### src/rtl/ps2_key_decoder.sv
// PS/2 keyboard receiver: synchronizes and filters the raw lines, deframes 11-bit
// frames and decodes Set-2 E0/F0 prefixes into make-code pulses for the game stage.
module ps2_key_decoder #(
  parameter int FILTER_LEN    = 8,
  parameter int TIMEOUT       = 50000,
  parameter bit IGNORE_REPEAT = 1'b1
) (
  input  logic       iCLK,
  input  logic       iRST_n,
  input  logic       ps2_clk,
  input  logic       ps2_data,
  output logic [7:0] key_in,
  output logic       key_en,
  output logic       key_ext,
  output logic       key_held,
  output logic       frame_err
);

  localparam int TW = $clog2(TIMEOUT + 1);

  typedef enum logic [1:0] {IDLE, DATA, PARITY, STOP} state_t;

  state_t                state;
  logic [1:0]            clk_sync;
  logic [1:0]            data_sync;
  logic [FILTER_LEN-1:0] filt_sr;
  logic                  filt_clk;
  logic                  sample_evt;
  logic                  sample_bit;
  logic [2:0]            bit_cnt;
  logic [7:0]            shift_reg;
  logic                  parity_bit;
  logic [TW-1:0]         tmo_cnt;
  logic                  ext_f;
  logic                  brk_f;
  logic                  same_key;

  always_ff @(posedge iCLK or negedge iRST_n) begin
    if (!iRST_n) begin
      clk_sync  <= 2'b11;
      data_sync <= 2'b11;
      filt_sr   <= '1;
      filt_clk  <= 1'b1;
    end else begin
      clk_sync  <= {clk_sync[0], ps2_clk};
      data_sync <= {data_sync[0], ps2_data};
      filt_sr   <= {filt_sr[FILTER_LEN-2:0], clk_sync[1]};
      if (&filt_sr)
        filt_clk <= 1'b1;
      else if (~|filt_sr)
        filt_clk <= 1'b0;
    end
  end

  // The event is the single cycle where the filter is all-low but the level is still high.
  assign sample_evt = filt_clk & ~|filt_sr;
  assign sample_bit = data_sync[1];
  assign same_key   = (shift_reg == key_in) && (ext_f == key_ext);

  always_ff @(posedge iCLK or negedge iRST_n) begin
    if (!iRST_n) begin
      state      <= IDLE;
      bit_cnt    <= '0;
      shift_reg  <= '0;
      parity_bit <= 1'b0;
      tmo_cnt    <= '0;
      ext_f      <= 1'b0;
      brk_f      <= 1'b0;
      key_in     <= 8'h00;
      key_en     <= 1'b0;
      key_ext    <= 1'b0;
      key_held   <= 1'b0;
      frame_err  <= 1'b0;
    end else begin
      key_en    <= 1'b0;
      frame_err <= 1'b0;
      // tmo_cnt holds the number of cycles elapsed since the last sample event.
      if (sample_evt)
        tmo_cnt <= TW'(1);
      else if (state == IDLE)
        tmo_cnt <= '0;
      else
        tmo_cnt <= tmo_cnt + 1'b1;

      if (state != IDLE && !sample_evt && tmo_cnt == TW'(TIMEOUT - 1)) begin
        frame_err <= 1'b1;
        state     <= IDLE;
        ext_f     <= 1'b0;
        brk_f     <= 1'b0;
      end else if (sample_evt) begin
        case (state)
          IDLE: begin
            if (!sample_bit) begin
              state   <= DATA;
              bit_cnt <= '0;
            end
          end
          DATA: begin
            shift_reg <= {sample_bit, shift_reg[7:1]};
            bit_cnt   <= bit_cnt + 3'd1;
            if (bit_cnt == 3'd7)
              state <= PARITY;
          end
          PARITY: begin
            parity_bit <= sample_bit;
            state      <= STOP;
          end
          STOP: begin
            state <= IDLE;
            if (sample_bit && ^{shift_reg, parity_bit}) begin
              if (shift_reg == 8'hE0) begin
                ext_f <= 1'b1;
              end else if (shift_reg == 8'hF0) begin
                brk_f <= 1'b1;
              end else begin
                ext_f <= 1'b0;
                brk_f <= 1'b0;
                if (brk_f) begin
                  if (same_key)
                    key_held <= 1'b0;
                end else if (!(IGNORE_REPEAT && key_held && same_key)) begin
                  key_in   <= shift_reg;
                  key_ext  <= ext_f;
                  key_held <= 1'b1;
                  key_en   <= 1'b1;
                end
              end
            end else begin
              frame_err <= 1'b1;
              ext_f     <= 1'b0;
              brk_f     <= 1'b0;
            end
          end
          default: state <= IDLE;
        endcase
      end
    end
  end

endmodule

### config.mk
export PLATFORM = sky130hd
export DESIGN_NAME = ps2_key_decoder
export DESIGN_NICKNAME = d
export VERILOG_FILES = /design/src/rtl/ps2_key_decoder.sv
export SDC_FILE = /design/constraint.sdc
export NUM_CORES = 1
export LEC_CHECK = 0
export CAP_MARGIN = 20
export CORE_ASPECT_RATIO = 0.6
export CORE_UTILIZATION = 33
export CTS_CLUSTER_DIAMETER = 60
export DETAILED_ROUTE_END_ITERATION = 10
export SYNTH_ARGS = -nofsm -noshare
export SYNTH_HDL_FRONTEND = slang
export SYNTH_SLANG_ARGS = --single-unit
### constraint.sdc
create_clock -name iCLK -period 3.4 [get_ports iCLK]
set_clock_uncertainty 0.2 [all_clocks]
set_input_delay 0.51 -clock iCLK [delete_from_list [all_inputs] [get_ports iCLK]]
set_output_delay 0.51 -clock iCLK [all_outputs]
set_load 0.01 [all_outputs]
==> flow_metrics.tcl, run 1 <==
set metrics [dict create \
    outcome "finished clean" \
    highest_metal_used "met4" \
    slew_violations 0 \
    wirelength_met1_mm 2.84 \
    timing.critical_path.to_type "flip-flop" \
    die_width_um 116 \
    post_drt_wl_per_cell_um 13.6 \
    power.density_cell_area_mw_per_mm2 550 \
    ctsLongestPathBuffers 2 \
    vias_per_cell 4.58 \
    cts_hold_repair.buffers 0 \
    cts_tree "yes" \
    drt_first_pass_iters 4 \
    async_flop_share 1.00 \
    synth.avg_cell_area_um2 12.2 \
    leakage_nw 1.49 \
    clk_transition_reported_paths_ns 0.05 \
    ys_ff_latch 57 \
    initial_core_util 0.349 \
    grt_pass1_vias 1570 \
    grt_pass1_wl_mm 8.00 \
    clock_tree.htree_level_count 3 \
    vias 1594 \
    postLayoutCoreUtil 0.438 \
    buffer_ports.inserted 15 \
    die_y_um 70.6 \
    timing.final.hold_violations 0 \
    fp.dieArea_mm2 0.00822 \
    report.final.setup_viol 0 \
    ir_drop_mv 0.222 \
    post_layout_nonfiller_instances 348 \
    worst_skew_pair.late_latency_ns 0.33 \
    antenna_violating_nets_post_route 0 \
    cts-resized-gates 0 \
    detailroute.wirelength.met3_um 158 \
    layout-area-overhead-vs-synth_pct 25.3 \
    route.met2.wl_mm 1.63 \
    antenna_violations_before_repair 0 \
    setup.worst_path.end "key_in[3]$_DFFE_PN0P_" \
    worst-slew-pin-transition_ns 0.539 \
    n_antenna_cell 0 \
    drc 0 \
    most-common-layout-cells "dfrtp_1, nor2_1, mux2_2" \
    synth_top_cell_by_area "dfrtp_1" \
    timing.reg2reg.setup_slack_ns 1.07 \
    reg2reg_launch_point "shift_reg[4]$_DFFE_PN0P_" \
    gp_congestion 0.758 \
    regMostFlops "tmo_cnt" \
    yosys-top-cells-area "dfrtp_1, dfstp_2, mux2_2" \
    distinct_cells_synth 39 \
    rsz0062_at_grt "no" \
    cts-buffers-inserted 9 \
    cap_violations 0 \
    yosysTopAreaCellShare 0.425 \
    final_min_period_over_clock_period 0.685 \
    cts_setup_buffers 0 \
    grt_max_degree 49 \
    largest_reg_flops 16 \
    placed_area_mm2 0.00286 \
    coreArea_mm2 0.00742 \
    cts-root-buf "clkbuf_16" \
    drt-initial-drc-count 78 \
    start_kind "flip-flop" \
    yosys_warnings 0 \
    power_mw 1.78 \
    io_pins 16 \
    worst_slew_margin_rel 0.641 \
    postSynthNetCount 223 \
    critical_path.reg2reg.endpoint "key_in[3]$_DFFE_PN0P_" \
    globalRouteTotalUtil 0.134 \
    finalSetupTns_ns 0 \
    synth_sequential_area_ratio 0.557 \
    syn-instance-count 212 \
    layout_net_count 250 \
    synth_ff_type "dfrtp_1" \
    worst_setup_path_startpoint "shift_reg[4]$_DFFE_PN0P_" \
    worstSetupPathType "flip-flop to flip-flop" \
    drive_above_1_share 0.230 \
    worst-path-max-fanout 9 \
    final_design_area_no_fill_mm2 0.00325 \
    most_common_cell_after_layout_fill_and_taps_aside "dfrtp_1" \
    clock_sink_count 57 \
    post-route-min-period_ns 2.33 \
    max_freq_mhz 429 \
    worst_reg_to_reg_cells 5 \
    min_path_type "flip-flop to flip-flop" \
    dp.cells 330 \
    hpwl_mm 3.27 \
    syn-cell-area_mm2 0.00259 \
    route.final.wire_length_mm 4.72 \
    worst_ep_arrival_time_ns 2.34 \
    globalRouteOverflowTotal 0 \
    synth-edff-count 0 \
    required_ns 3.41 \
    fp-row-count 24 \
]
-- worst min-delay path by stage --
stage / startpoint / to / slack, ns / cells after the start
after floorplan: iRST_n / bit_cnt[0]$_DFFE_PN0P_ / 0.01 / 0
after detailed placement: clk_sync[0]$_DFF_PN1_ / clk_sync[1]$_DFF_PN1_ / 0.15 / 0
final: clk_sync[0]$_DFF_PN1_ / clk_sync[1]$_DFF_PN1_ / 0.15 / 0
after CTS: clk_sync[0]$_DFF_PN1_ / clk_sync[1]$_DFF_PN1_ / 0.15 / 0
after global placement: data_sync[0]$_DFF_PN1_ / data_sync[1]$_DFF_PN1_ / 0.15 / 0
after global routing: clk_sync[1]$_DFF_PN1_ / filt_sr[0]$_DFF_PN1_ / 0.16 / 0
-- cell usage after synthesis, types with 2 or more instances --
| master | number |
|---|---|
| xor2_1 | 17 |
| or4_1 | 3 |
| inv_1 | 7 |
| nand2_1 | 9 |
| nand4_1 | 8 |
| nand3_1 | 8 |
| nor3_1 | 4 |
| xnor2_1 | 10 |
| a22o_1 | 2 |
| dfstp_2 | 13 |
| o21ai_0 | 4 |
| dfrtp_1 | 44 |
| or3_1 | 2 |
| nor2_1 | 20 |
| nor4_1 | 6 |
| and3_1 | 8 |
| ha_1 | 7 |
| mux2_2 | 19 |
-- routing by layer --
| layer | track usage | vias up |
|---|---|---|
| li1 | - | 808 |
| met1 | 0.207 | 755 |
| met2 | 0.155 | 23 |
| met3 | 0.0497 | 8 |
| met4 | 0.0684 | 0 |
| met5 | 0 | - |
-- through the flow --
stage / hold slack [ns] / setup WS (ns)
after global placement: 0.145 / 1.06
after global routing: 0.157 / 0.880
after floorplan: 0.0144 / 1.26
after CTS: 0.155 / 1.05
final: 0.154 / 1.07
after detailed placement: 0.147 / 1.06
-- critical path, cell delays in order (launching register included) --
cell and delay, ns:
dfrtp_1 0.49, xnor2_1 0.16, xnor3_1 0.47, xnor2_2 0.31
nand4_4 0.25, mux2_2 0.33
-- power breakdown --
group          internal [mW]  switching (mW)  leakage [nW]
sequential             0.696         0.00814         0.752
combinational        0.00871          0.0180         0.568
clock                  0.756           0.298         0.173
total                   1.46           0.324          1.49
-- layout make-up --
class	count	area [um^2]
flip-flops and latches	57	1440
well taps	104	130
inverters	7	26.3
fillers	702	4170
clock inverters	4	98.8
multi-input cells	145	1100
repair buffers	19	190
clock buffers	12	256
-- cell families (layout without fill, tap and decap cells) --
group / after synthesis / count (layout) / share of synthesized area
buf+inv: 10 / 42 / 0.0179
fa+ha+maj: 7 / 7 / 0.0338
simple gates: 73 / 73 / 0.154
mux: 20 / 20 / 0.0865
xor+xnor: 29 / 29 / 0.106
compound gates: 16 / 16 / 0.0449
flops: 57 / 57 / 0.557
(Power assumes the default switching activity.)
==> inputs of run 2 (changes only) <==
- clock period: 3.4 -> 2.17 ns (I/O delays scaled with it)
==> run 2 against run 1 <==
- the run now ends with setup timing left
- sequential power grew 58%
- via count grew 7.4%
- setup slack lost 1.1 ns
- register-to-register slack lost 1.1 ns
- largest power group unchanged
==> flow_metrics.tcl, run 2 (synthesis gave the netlist of run 1 again) <==
set metrics [dict create \
    cts-root-buf "clkbuf_16" \
    worstHoldPathCells 0 \
    post_drt_wl_per_cell_um 14.0 \
    fillers 686 \
    layout.area.seq_mm2 0.00144 \
    worst-slew-pin-transition_ns 0.594 \
    hold_slack_ns 0.154 \
    fp-row-count 24 \
    grt_pass1_wl_mm 8.86 \
    timing.final.hold_violations 0 \
    cap_violations 0 \
    end_point_of_the_most_critical_hold_path "clk_sync[1]$_DFF_PN1_" \
    slew_violations 0 \
    cts_tree "yes" \
    report.final.setup_viol 1 \
    start_kind "flip-flop" \
    coreArea_mm2 0.00742 \
    outcome "finished with violations" \
    post-route-min-period_ns 2.17 \
    timing.critical_path.to_type "flip-flop" \
    clock_sink_count 57 \
    worst_slew_margin_rel 0.604 \
    die_y_um 70.6 \
    grt_pass1_vias 1721 \
    globalRouteTotalUtil 0.147 \
    worst_skew_pair.late_latency_ns 0.33 \
    antenna_violations_before_repair 0 \
    drt_first_pass_iters 4 \
    most-common-layout-cells "dfrtp_1, buf_4, nor2_1" \
    gp_congestion 0.779 \
    power.density_cell_area_mw_per_mm2 758 \
    drt-initial-drc-count 68 \
    worst_reg_to_reg_cells 8 \
    regMostFlops "tmo_cnt" \
    critical_path.slowest_cell "dfrtp_1" \
    clk_transition_reported_paths_ns 0.05 \
    drive_above_1_share 0.314 \
    route.final.wire_length_mm 5.16 \
    layout_net_count 270 \
    grt_max_degree 27 \
    critical_path_buf_inv_count 3 \
    vias_per_cell 4.65 \
    fp.dieArea_mm2 0.00822 \
    n_antenna_cell 0 \
    initial_core_util 0.349 \
    hpwl_mm 3.50 \
    reg2reg_launch_point "shift_reg[3]$_DFFE_PN0P_" \
    layout-area-overhead-vs-synth_pct 32.1 \
    leakage_nw 1.58 \
    finalSetupTns_ns -0.00439 \
    cp_top_family "buffers and inverters" \
    required_ns 2.18 \
    ir_drop_mv 0.310 \
    io_pins 16 \
    clock_tree.htree_level_count 3 \
    cp_slowest_stage_delay_ns 0.39 \
    drc 0 \
    rsz0062_at_grt "yes" \
    critical_path.reg2reg.endpoint "key_in[2]$_DFFE_PN0P_" \
    most_common_cell_after_layout_fill_and_taps_aside "dfrtp_1" \
    ctsLongestPathBuffers 2 \
    max_freq_mhz 460 \
    multi_input_area_mm2 0.00118 \
    post_route_worst_setup_slack_ns -0.00439 \
    worst_ep_arrival_time_ns 2.18 \
    die_width_um 116 \
    timing.reg2reg.setup_slack_ns -0.004 \
    final_min_period_over_clock_period 1.00 \
    buffer_ports.inserted 15 \
    postLayoutCoreUtil 0.461 \
    globalRouteOverflowTotal 0 \
    worstSetupPathType "flip-flop to flip-flop" \
    antenna_violating_nets_post_route 0 \
    vias 1712 \
    cts-buffers-inserted 9 \
    violations_in_the_final_reports "setup timing" \
    min_path_type "flip-flop to flip-flop" \
    largest_reg_flops 16 \
    worst-path-max-fanout 5 \
    critical_path.cell_chain "buf_4 > xor2_1 > nor3_1 > buf_4 > nand4_1 > buf_4 > nand4_4 > mux2_2" \
    critPathMostFrequentCell "buf_4" \
    hp-start "clk_sync[0]$_DFF_PN1_" \
]
run 2: cell types whose count changed in the layout (fill, tap and decap cells not counted), sizes merged:
cell	delta
buf	+19
bufinv	-2
clkbuf	+2
nand4	+1
run 2: cell type report:
type	count	share of cell area
clock buffer	14	0.0801
clock inverter	2	0.0102
inverter	7	0.00768
multi-input combinational	146	0.345
sequential	57	0.422
tap	104	0.0380
timing repair buffer	38	0.0973
run 2: how the worst max path moves through the flow:
stage,from,end,slack (ns),depth (start not counted)
after floorplan,shift_reg[4]$_DFFE_PN0P_,key_ext$_DFFE_PN0P_,0.03,6
after global placement,shift_reg[3]$_DFFE_PN0P_,key_ext$_DFFE_PN0P_,0.01,5
after detailed placement,shift_reg[7]$_DFFE_PN0P_,key_in[0]$_DFFE_PN0P_,-0.06,5
after CTS,shift_reg[3]$_DFFE_PN0P_,key_in[2]$_DFFE_PN0P_,-0.01,5
after global routing,filt_sr[5]$_DFF_PN1_,key_in[2]$_DFFE_PN0P_,-0.09,5
final,shift_reg[3]$_DFFE_PN0P_,key_in[2]$_DFFE_PN0P_,-0.004,8
run 2: metrics by stage:
stage / area, um^2 / worst slack (ns) / std cells / power (mW)
2_1_floorplan: 2590 / 0.0344 / 212 / 1.13
3_3_place_gp: 3000 / 0.0108 / 347 / 1.16
3_5_place_dp: 3000 / -0.0563 / 347 / 1.16
4_1_cts: 3380 / -0.0131 / 366 / 2.63
5_1_grt: 3420 / -0.0863 / 368 / 2.70
6_report: 3420 / -0.00439 / 368 / 2.59
run 2: per-layer routing:
| layer | vias up | part of all wire | global-route usage | wire [um] |
|---|---|---|---|---|
| li1 | 852 | - | - | - |
| met1 | 823 | 0.57 | 0.229 | 2920 |
| met2 | 28 | 0.38 | 0.172 | 1950 |
| met3 | 9 | 0.039 | 0.0643 | 203 |
| met4 | 0 | 0.016 | 0.0556 | 82 |
| met5 | - | 0 | 0 | 0 |
run 2: worst reg2reg max path, stage by stage (launching register included):
cell	delay (ns)
dfrtp_1	0.39
buf_4	0.15
xor2_1	0.13
nor3_1	0.23
buf_4	0.16
nand4_1	0.10
buf_4	0.19
nand4_4	0.15
mux2_2	0.36
run 2: what timing repair did:
item,4_1_cts,5_1_grt
endpoints found under the setup margin,9,14
gates resized for setup,7,4
pin swaps,3,2
hold buffers,1,0
setup buffers,1,2
gates cloned,1,0
endpoints found under the hold margin,11,0
run 2: where the power goes:
part | switching (mW) | leakage, nW | internal [mW]
Clock | 0.464 | 0.153 | 0.979
Combinational | 0.0282 | 0.673 | 0.0146
Sequential | 0.0162 | 0.752 | 1.09
Total | 0.508 | 1.58 | 2.08
==> inputs of run 3 (changes only) <==
- TNS_END_PERCENT: not set -> 100
==> results of run 3 <==
The final DEF is identical to that of run 2; final timing and power are the same.
